<file path="config.mk">
export PLATFORM = sky130hd
export DESIGN_NAME = nibble_adder_sched
export DESIGN_NICKNAME = d
export VERILOG_FILES = /design/src/rtl/nibble_sched_pkg.sv /design/src/rtl/full_adder_4bit.sv /design/src/rtl/nibble_adder_sched.sv
export SDC_FILE = /design/constraint.sdc
export NUM_CORES = 1
export LEC_CHECK = 0
export ABC_AREA = 1
export BUFFER_PORTS_ARGS = -buffer_cell sky130_fd_sc_hd__buf_2
export CORE_ASPECT_RATIO = 1.4
export CORE_MARGIN = 5
export CORE_UTILIZATION = 45
export CTS_BUF_LIST = sky130_fd_sc_hd__clkbuf_8
export DETAILED_ROUTE_END_ITERATION = 10
export PLACE_DENSITY = 0.71
export SYNTH_ARGS = -nofsm -noshare
export SYNTH_HDL_FRONTEND = slang
export SYNTH_SLANG_ARGS = --single-unit
</file>
<file path="constraint.sdc">
create_clock -name clk -period 5.9 [get_ports clk]
set_input_delay 1.475 -clock clk [delete_from_list [all_inputs] [get_ports clk]]
set_output_delay 1.475 -clock clk [all_outputs]
set_load 0.005 [all_outputs]
</file>
<file path="src/rtl/nibble_sched_pkg.sv">
// Shared types and constants for the nibble-serial adder scheduler.
package nibble_sched_pkg;

  localparam int NIBBLE_W = 4;
  localparam int ID_W     = 1;

  typedef enum logic [1:0] {
    IDLE = 2'd0,
    ADD  = 2'd1,
    DONE = 2'd2
  } state_e;

endpackage

</file>
<file path="src/rtl/full_adder_4bit.sv">
// Plain 4-bit ripple-carry adder, used as the shared nibble datapath.
module full_adder_4bit (
  input  logic [3:0] A,
  input  logic [3:0] B,
  input  logic       Cin,
  output logic [3:0] Sum,
  output logic       Cout
);

  logic [4:0] c;

  assign c[0] = Cin;

  for (genvar gi = 0; gi < 4; gi++) begin : g_bit
    assign Sum[gi]  = A[gi] ^ B[gi] ^ c[gi];
    assign c[gi+1]  = (A[gi] & B[gi]) | (c[gi] & (A[gi] ^ B[gi]));
  end

  assign Cout = c[4];

endmodule

</file>
<file path="src/rtl/nibble_adder_sched.sv">
// Two-requester round-robin scheduler that performs WIDTH-bit additions one
// nibble per cycle on a single shared 4-bit adder.
module nibble_adder_sched
  import nibble_sched_pkg::*;
#(
  parameter int WIDTH = 16
) (
  input  logic             clk,
  input  logic             rst_n,
  input  logic             req0_valid,
  output logic             req0_ready,
  input  logic [WIDTH-1:0] req0_a,
  input  logic [WIDTH-1:0] req0_b,
  input  logic             req0_cin,
  input  logic             req1_valid,
  output logic             req1_ready,
  input  logic [WIDTH-1:0] req1_a,
  input  logic [WIDTH-1:0] req1_b,
  input  logic             req1_cin,
  output logic             rsp_valid,
  input  logic             rsp_ready,
  output logic [WIDTH-1:0] rsp_sum,
  output logic             rsp_cout,
  output logic             rsp_id
);

  localparam int NIB   = WIDTH / NIBBLE_W;
  localparam int IDX_W = (NIB > 1) ? $clog2(NIB) : 1;
  localparam logic [IDX_W-1:0] LAST_IDX = IDX_W'(NIB - 1);

  state_e            state_q, state_d;
  logic [ID_W-1:0]   rr_last_q, rr_last_d;
  logic [ID_W-1:0]   id_q, id_d;
  logic [WIDTH-1:0]  a_q, a_d, b_q, b_d, sum_q, sum_d;
  logic              carry_q, carry_d;
  logic [IDX_W-1:0]  nib_idx_q, nib_idx_d;

  logic              grant_valid;
  logic [ID_W-1:0]   grant_id;
  logic [WIDTH-1:0]  a_shift, b_shift;
  logic [NIBBLE_W-1:0] fa_sum;
  logic              fa_cout;

  // On a tie the requester that did not win last time is granted.
  always_comb begin
    grant_valid = req0_valid | req1_valid;
    grant_id    = ID_W'(0);
    if (req0_valid && req1_valid) begin
      grant_id = ~rr_last_q;
    end else if (req1_valid) begin
      grant_id = ID_W'(1);
    end
  end

  assign req0_ready = (state_q == IDLE) && grant_valid && (grant_id == ID_W'(0));
  assign req1_ready = (state_q == IDLE) && grant_valid && (grant_id == ID_W'(1));

  assign a_shift = a_q >> (int'(nib_idx_q) * NIBBLE_W);
  assign b_shift = b_q >> (int'(nib_idx_q) * NIBBLE_W);

  full_adder_4bit u_fa (
    .A    (a_shift[NIBBLE_W-1:0]),
    .B    (b_shift[NIBBLE_W-1:0]),
    .Cin  (carry_q),
    .Sum  (fa_sum),
    .Cout (fa_cout)
  );

  always_comb begin
    state_d   = state_q;
    rr_last_d = rr_last_q;
    id_d      = id_q;
    a_d       = a_q;
    b_d       = b_q;
    sum_d     = sum_q;
    carry_d   = carry_q;
    nib_idx_d = nib_idx_q;
    case (state_q)
      IDLE: begin
        if (grant_valid) begin
          a_d       = (grant_id == ID_W'(1)) ? req1_a   : req0_a;
          b_d       = (grant_id == ID_W'(1)) ? req1_b   : req0_b;
          carry_d   = (grant_id == ID_W'(1)) ? req1_cin : req0_cin;
          id_d      = grant_id;
          rr_last_d = grant_id;
          sum_d     = '0;
          nib_idx_d = '0;
          state_d   = ADD;
        end
      end
      ADD: begin
        for (int i = 0; i < NIB; i++) begin
          if (nib_idx_q == IDX_W'(i)) sum_d[i*NIBBLE_W +: NIBBLE_W] = fa_sum;
        end
        carry_d   = fa_cout;
        nib_idx_d = nib_idx_q + IDX_W'(1);
        if (nib_idx_q == LAST_IDX) state_d = DONE;
      end
      DONE: begin
        if (rsp_ready) state_d = IDLE;
      end
      default: state_d = IDLE;
    endcase
  end

  always_ff @(posedge clk or negedge rst_n) begin
    if (!rst_n) begin
      state_q   <= IDLE;
      rr_last_q <= ID_W'(1);
      id_q      <= '0;
      a_q       <= '0;
      b_q       <= '0;
      sum_q     <= '0;
      carry_q   <= 1'b0;
      nib_idx_q <= '0;
    end else begin
      state_q   <= state_d;
      rr_last_q <= rr_last_d;
      id_q      <= id_d;
      a_q       <= a_d;
      b_q       <= b_d;
      sum_q     <= sum_d;
      carry_q   <= carry_d;
      nib_idx_q <= nib_idx_d;
    end
  end

  // After the last nibble the carry register holds the MSB carry-out.
  assign rsp_valid = (state_q == DONE);
  assign rsp_sum   = sum_q;
  assign rsp_cout  = carry_q;
  assign rsp_id    = id_q;

endmodule

</file>
==> results of run 1 <==
==> stage by stage <==
| stage | hold slack (ns) | setup slack [ns] | total power [uW] | utilization (%) |
|---|---|---|---|---|
| 2_1_floorplan | 0.444 | 2.37 | 1470 | - |
| 3_3_place_gp | 0.458 | 1.43 | 1670 | 51.6 |
| 3_5_place_dp | 0.460 | 1.38 | 1700 | 51.6 |
| 4_1_cts | 0.482 | 1.38 | 1960 | 53.3 |
| 5_1_grt | 0.496 | 1.17 | 2160 | 53.3 |
| 6_report | 0.479 | 1.42 | 1940 | 53.3 |
==> cell type report <==
class                      count  area, um2
clock inverter                 2       35.0
tap                           95        119
inverter                      19       71.3
fill                         702       3220
timing repair buffer          92        463
multi-input combinational    340       1520
clock buffer                   6       82.6
sequential                    55       1380
==> power by group through the flow <==
| stage | registers, uW | clock network (uW) | logic (uW) |
|---|---|---|---|
| after floorplan | 642 | 0 | 830 |
| after global placement | 683 | 0 | 984 |
| after detailed placement | 683 | 0 | 1020 |
| after CTS | 679 | 259 | 1030 |
| after global routing | 700 | 273 | 1190 |
| final | 679 | 253 | 1010 |
==> metal layers <==
layer	GRT usage [%]	vias up
met4	5.68	0
met1	20.6	1331
met3	2.64	11
li1	-	1507
met5	0	-
met2	30.2	86
==> final timing paths <==
kind,depth (start not counted),to,start,slack [ns]
min,2,rsp_sum[13],rsp_sum[13],0.48
min reg2reg,2,rsp_sum[13],rsp_sum[13],0.48
max in group asynchronous,2,b_q[15],rst_n,4.18
min in group asynchronous,2,rsp_id,rst_n,1.28
max reg2reg,13,rsp_sum[7],nib_idx_q[0],2.17
max,6,req0_ready,req1_valid,1.42
==> state kept, by name, summed over array words and instances (netlist names) <==
name	count
rsp_cout	1
rr_last_q	1
state_q	2
b_q	16
rsp_id	1
a_q	16
rsp_sum	16
nib_idx_q	2
==> cell families (layout without fill, tap and decap cells) <==
kind of cell / after synthesis / after routing / share of synthesized area, %
adders and majority gates: 8 / 8 / 4.16
DFF: 55 / 55 / 44.0
AOI/OAI and AO/OA: 20 / 20 / 3.64
and+or+nand+nor: 312 / 312 / 40.8
buffers and inverters: 42 / 119 / 7.35
==> critical path, stage by stage <==
cell,delay (ns)
buf_2,0.47
inv_1,0.08
nand2_1,0.09
nand2_2,0.49
nor2_1,0.25
buf_2,0.14
==> cells in the final DEF (no fill, tap or decap), types with 4 or more instances in the layout <==
cell type    n
nor2_1      11
nand3_1     52
fa_1         4
nor2_2       5
nand2_2      8
o22ai_1      5
ha_1         4
nand2_1    234
clkbuf_8     6
inv_1       17
dfrtp_1     54
buf_2       91
o21ai_0      9
==> results by group, run 1 <==
Yosys
  – Commonest cells post-synth: 234 x nand2_1, 54 x dfrtp_1, 52 x nand3_1
  – Post-synth EDFFs: 0
  – Syn Std Cell Area: 3130 um2
  – Main synth FF type: dfrtp_1
  – Synth top area cells: dfrtp_1 43%, nand2_1 28%, nand3_1 8.3%
  – Leading area contributor after synthesis: dfrtp_1
  – Yosys reg bits: 55
  – Yosys warning count: 0
  – Mapped Cells: 437
  – Syn avg cell area: 7.16 um2
  – Syn Nets: 516
  – Post-synthesis cell type count: 21
  – Top-area cell type share of the netlist area: 43.2%
  – Count leader, synth: nand2_1
  – Ys async rst share: 100%
  – Register area share after synthesis: 44.0%

CTS
  – TritonCTS buffer count: 5
  – Hold_buf cts: 0
  – Clk slew on worst S/H paths: 0.09 ns
  – Clock sinks: 55
  – CTS tree: built
  – Clock Tree Root: clkbuf_8
  – Htree depth: 2
  – Clk Latency, worst-skew pair: 0.30 ns
  – CTS max path bufs: 2
  – Post_cts resized: 0
  – Post-CTS setup buffer count: 0

Setup path
  – Critical path endpoint category: output pin
  – Startpoint Class: input port
  – Critical path data arrival time: 3.01 ns
  – Crit Path Category: in -> out
  – Req. time, crit path: 4.43 ns
  – Worst Path Max Fanout: 50

Routing
  – DR iter-0 viols: 122
  – WL met3: 348 um
  – Drt drc: 0
  – Vias per cell: 4.82
  – Met1 WL: 2960 um
  – Metal2 WL: 3620 um
  – Router iterations before antenna repair: 4
  – Antenna Nets Post-Route: 0
  – Via count of the routed design: 2,935
  – Final wirelength: 7070 um
  – DR top layer: met4
  – Routed wire per std cell: 11.6 um

Final layout
  – Cell area after layout: 3670 um2
  – Synth-to-Final Area Change: 17.3%
  – Fin cells: 609
  – Layout cells sized above 1: 22.8%
  – # diodes: 0
  – Nets: 592

Run
  – Max-cap violations: 0

Die
  – Die Y-Extent: 109 um
  – IO Pins: 92
  – CORE AREA: 6890 um2
  – Die area: 8750 um2
  – Die width: 80.5 um
  – Initial core utilization: 45.4%
  – Row cnt: 36

Power and ir drop
  – Maximum vdd drop: 0.219 mV
  – Leakage power total: 0.00216 uW
  – Sequential power share: 35.0%
  – Sw frac: 45.5%
  – Power Internal: 1060 uW
  – Clk pwr share: 13.0%
  – Combinational share of power: 52.0%
  – NetSw: 883 uW
  – PwrDens: 528 nW/um2

Timing
  – Minimum clock period: 4.48 ns
  – Slew headroom: 40.9%
  – Final Skew: 0.00186 ns
  – RSZ-0062 raised after global routing: no
  – Worst slew pin tran: 0.884 ns
  – Tcrit/Tclk final: 76.0%
  – Fin. Hold Viols: 0
  – Final setup violation count: 0
  – Fmax: 223 MHz
  – Max Slew Vio Count: 0
  – Setup_tns: 0 ns

Place
  – PortBufs: 91
  – Dpl cell area: 3550 um2
  – DP Cell Count: 601
  – HPWL after DPL: 5240 um
  – Placer congestion estimate: 0.842

Global route
  – Global route overflow: 0
  – First-pass GRT wire length: 11,900 um
  – Initial antenna violation count: 0
  – Largest net degree at the start of global routing: 56
  – Vias in the first global route: 2,814
  – All-Layer GR Usage: 16.9%

Worst hold path
  – Hold Crit Class: reg -> reg

Status
  – Status: finished, final reports clean
(Power assumes the default switching activity.)
==> inputs of run 2 (changes only) <==
--- a/config.mk
+++ b/config.mk
@@ -5,14 +5,14 @@
 export SDC_FILE = /design/constraint.sdc
 export NUM_CORES = 1
 export LEC_CHECK = 0
-export ABC_AREA = 1
+export ABC_AREA = 0
 export BUFFER_PORTS_ARGS = -buffer_cell sky130_fd_sc_hd__buf_2
 export CORE_ASPECT_RATIO = 1.4
 export CORE_MARGIN = 5
 export CORE_UTILIZATION = 45
 export CTS_BUF_LIST = sky130_fd_sc_hd__clkbuf_8
 export DETAILED_ROUTE_END_ITERATION = 10
-export PLACE_DENSITY = 0.71
+export PLACE_DENSITY = 0.73
 export SYNTH_ARGS = -nofsm -noshare
 export SYNTH_HDL_FRONTEND = slang
 export SYNTH_SLANG_ARGS = --single-unit
==> constraint.sdc (replaced) <==
create_clock -name clk -period 4.2 [get_ports clk]
set_input_delay 1.05 -clock clk [delete_from_list [all_inputs] [get_ports clk]]
set_output_delay 1.05 -clock clk [all_outputs]
set_load 0.005 [all_outputs]
==> results by group, run 2 <==
Setup path
  – Startpoint Class: input port
  – Critical path endpoint category: output pin
  – Critical path data arrival time: 1.92 ns (-1.09 ns)
  – Crit path buffers/inverters: 3 (unchanged)
  – Worst reg2reg path depth: 9 (-4)
  – Worst Path Max Fanout: 34 (-32%)
  – Reg2Reg Setup Slack: 1.32 ns (-0.85 ns)
  – Crit Path Category: in -> out
  – R2R Path End: rsp_sum[11]
  – Reg-to-reg critical path startpoint: nib_idx_q[1]
  – CP max stage cell: buf_4
  – CP peak stage delay: 0.29 ns (-0.20 ns)
  – Crit path top cell by count: buf_2
  – Req. time, crit path: 3.15 ns (-1.28 ns)
  – Cells along the critical path: buf_2 -> a21boi_2 -> buf_4 -> and2_1 -> buf_2
  – Crit path max-delay family: buffers and inverters

Yosys
  – Syn Nets: 289 (-44%)
  – Adder-Cell Fraction of Synth Area: 4.76% (+0.60 points)
  – Post-synth EDFFs: 0 (unchanged)
  – Simple-gate area share of the yosys netlist: 10.7% (-30 points)
  – Main synth FF type: dfrtp_1
  – Main combinational cell family by area after synthesis: compound AO/OA/AOI/OAI gates
  – Count leader, synth: dfrtp_1
  – Register area share after synthesis: 50.3% (+6.3 points)
  – Ys async rst share: 100% (unchanged)
  – Top-area cell type share of the netlist area: 49.4% (+6.2 points)
  – Mapped Cells: 210 (-52%)
  – Mux share of post-synthesis cell area: 7.41% (+7.4 points)
  – Xor/xnor share of the synthesized area: 0% (unchanged)
  – Synth Area in Compound Gates: 20.9% (+17 points)
  – Post-synthesis cell type count: 32 (+52%)
  – Syn avg cell area: 13.0 um2 (+82%)
  – Yosys warning count: 0 (unchanged)
  – Syn Std Cell Area: 2740 um2 (-13%)
  – Commonest cells post-synth: 54 x dfrtp_1, 32 x a221o_1, 32 x and3_1
  – Leading area contributor after synthesis: dfrtp_1
  – Synth top area cells: dfrtp_1 49%, a221o_1 12%, and3_1 7.3%
  – Yosys reg bits: 55 (unchanged)

Routing
  – Drt drc: 0 (unchanged)
  – Final wirelength: 6450 um (-8.8%)
  – Vias per cell: 5.81 (+21%)
  – DR iter-0 viols: 69 (-43%)
  – Router iterations before antenna repair: 4 (unchanged)
  – Antenna Nets Post-Route: 0 (unchanged)
  – Via count of the routed design: 2,120 (-28%)
  – Routed wire per std cell: 17.7 um (+52%)

CTS
  – Clk Latency, worst-skew pair: 0.31 ns (about the same)
  – Post_cts resized: 0 (unchanged)
  – TritonCTS buffer count: 5 (unchanged)
  – Clock sinks: 55 (unchanged)
  – Post-CTS setup buffer count: 0 (unchanged)
  – CTS tree: built
  – Clk slew on worst S/H paths: 0.09 ns (about the same)
  – Hold_buf cts: 0 (unchanged)
  – CTS max path bufs: 2 (unchanged)
  – Clock Tree Root: clkbuf_8
  – Htree depth: 2 (unchanged)

Place
  – DP Cell Count: 357 (-41%)
  – Placer congestion estimate: 0.751 (-11%)
  – HPWL after DPL: 4690 um (-11%)
  – PortBufs: 91 (unchanged)

Power and ir drop
  – PwrDens: 802 nW/um2 (+52%)
  – NetSw: 993 uW (+12%)
  – Maximum vdd drop: 0.334 mV (+52%)
  – Leakage power total: 0.00173 uW (-20%)
  – Sw frac: 37.2% (-8.3 points)
  – Sequential power share: 35.4% (+0.4 points)
  – Power Internal: 1680 uW (+59%)
  – Clk pwr share: 15.0% (+2.0 points)
  – Combinational share of power: 49.6% (-2.4 points)

Die
  – Initial core utilization: 46.3% (+0.92 points)
  – IO Pins: 92 (unchanged)
  – Die area: 7760 um2 (-11%)
  – Die width: 75.9 um (-5.7%)
  – CORE AREA: 5900 um2 (-14%)
  – Row cnt: 33 (-8.3%)
  – Die Y-Extent: 102 um (-5.9%)

Timing
  – Fmax: 337 MHz
  – Fin. Hold Viols: 0 (unchanged)
  – Worst slew pin tran: 1.16 ns (+0.276 ns)
  – Setup_tns: 0 ns (unchanged)
  – Final Skew: 0.00993 ns (+0.00807 ns)
  – Slew headroom: 22.7% (-18 points)
  – Minimum clock period: 2.97 ns
  – Tcrit/Tclk final: 70.7%
  – Max Slew Vio Count: 0 (unchanged)
  – RSZ-0062 raised after global routing: no
  – Final setup violation count: 0 (unchanged)

Global route
  – Largest net degree at the start of global routing: 54 (-3.6%)
  – Global route overflow: 0 (unchanged)
  – Initial antenna violation count: 0 (unchanged)
  – All-Layer GR Usage: 17.1% (+0.19 points)
  – Vias in the first global route: 2,203 (-22%)
  – First-pass GRT wire length: 10,800 um (-9.6%)

Final layout
  – Fillers: 518 (-26%)
  – Fin cells: 365 (-40%)
  – Synth-to-Final Area Change: 21.6%
  – Commonest non-fill, non-tap cell in the layout: buf_2
  – Highest-count cells in the layout ignoring fill and taps: 91 x buf_2, 54 x dfrtp_1, 32 x and3_1, 32 x a221o_1, 11 x inv_1
  – Nets: 373 (-37%)
  – Final Util: 56.3% (+3.1 points)
  – # diodes: 0 (unchanged)
  – Layout cells sized above 1: 42.0% (+19 points)

Worst hold path
  – Cells on Worst Hold Path: 1 (-1)
  – Hold Crit Start: rsp_sum[13]
  – Hold Crit Class: reg -> reg
  – Hold Path Sink: rsp_sum[13]

Status
  – Status: finished, final reports clean

Run
  – Max-cap violations: 0 (unchanged)
## run 2: changes by cell type after synthesis, sizes merged, moves of 5 or more
cell	before	now
a32o	0	8
and3	0	33
mux4	0	8
inv	17	10
buf	23	13
nand3	52	0
nor2	17	2
clkbuf	0	6
a221o	0	32
o22ai	5	0
o2bb2ai	0	8
o21ai	13	2
nand2	242	7
## run 2: worst max path at each step
stage	startpoint	to	slack, ns	cells past startpoint
floorplan	nib_idx_q[0]	rsp_sum[11]	1.34	10
global placement	req0_valid	req1_ready	1.23	5
detailed placement	req1_valid	req1_ready	1.22	5
CTS	req1_valid	req1_ready	1.22	5
global route	req1_valid	req1_ready	1.16	5
finish	req1_valid	req1_ready	1.23	5
## run 2: cell type report
| cell class | count | area (um2) | share of cell area, % |
|---|---|---|---|
| Clock buffer | 5 | 68.8 | 2.07 |
| Clock inverter | 3 | 63.8 | 1.92 |
| Inverter | 10 | 37.5 | 1.13 |
| Multi-Input combinational cell | 126 | 1200 | 36.0 |
| Sequential cell | 55 | 1380 | 41.4 |
| Tap cell | 70 | 87.6 | 2.63 |
| Timing Repair Buffer | 96 | 493 | 14.8 |
## run 2: cell families after synthesis
family,Yosys count
AO/OA/AOI/OAI,59
adder cells (fa/ha/maj),8
buffers and inverters,29
multiplexers,10
flip-flops,55
AND/OR/NAND/NOR,49
## run 2: power groups by stage
stage / Clock (uW) / Combinational, uW / Sequential [uW]
final: 401 / 1320 / 944
after floorplan: 0 / 1020 / 892
after global routing: 427 / 1480 / 973
after global placement: 0 / 1300 / 947
after CTS: 412 / 1350 / 944
after detailed placement: 0 / 1340 / 950
## run 2: routing by layer
metal / track usage, % / up-vias / share of wire, %
li1: - / 995 / -
met1: 22.6 / 1032 / 43
met2: 27.5 / 84 / 48
met3: 4.14 / 9 / 7.0
met4: 6.30 / 0 / 1.8
met5: 0 / - / 0
## run 2: through the flow
stage / setup WS (ns) / instance area (um2) / total power [uW] / hold WS (ns)
CTS: 1.22 / 3330 / 2700 / 0.495
finish: 1.23 / 3330 / 2670 / 0.490
detailed placement: 1.22 / 3190 / 2290 / 0.471
global placement: 1.23 / 3190 / 2250 / 0.461
floorplan: 1.34 / 2740 / 1920 / 0.473
global route: 1.16 / 3330 / 2880 / 0.502
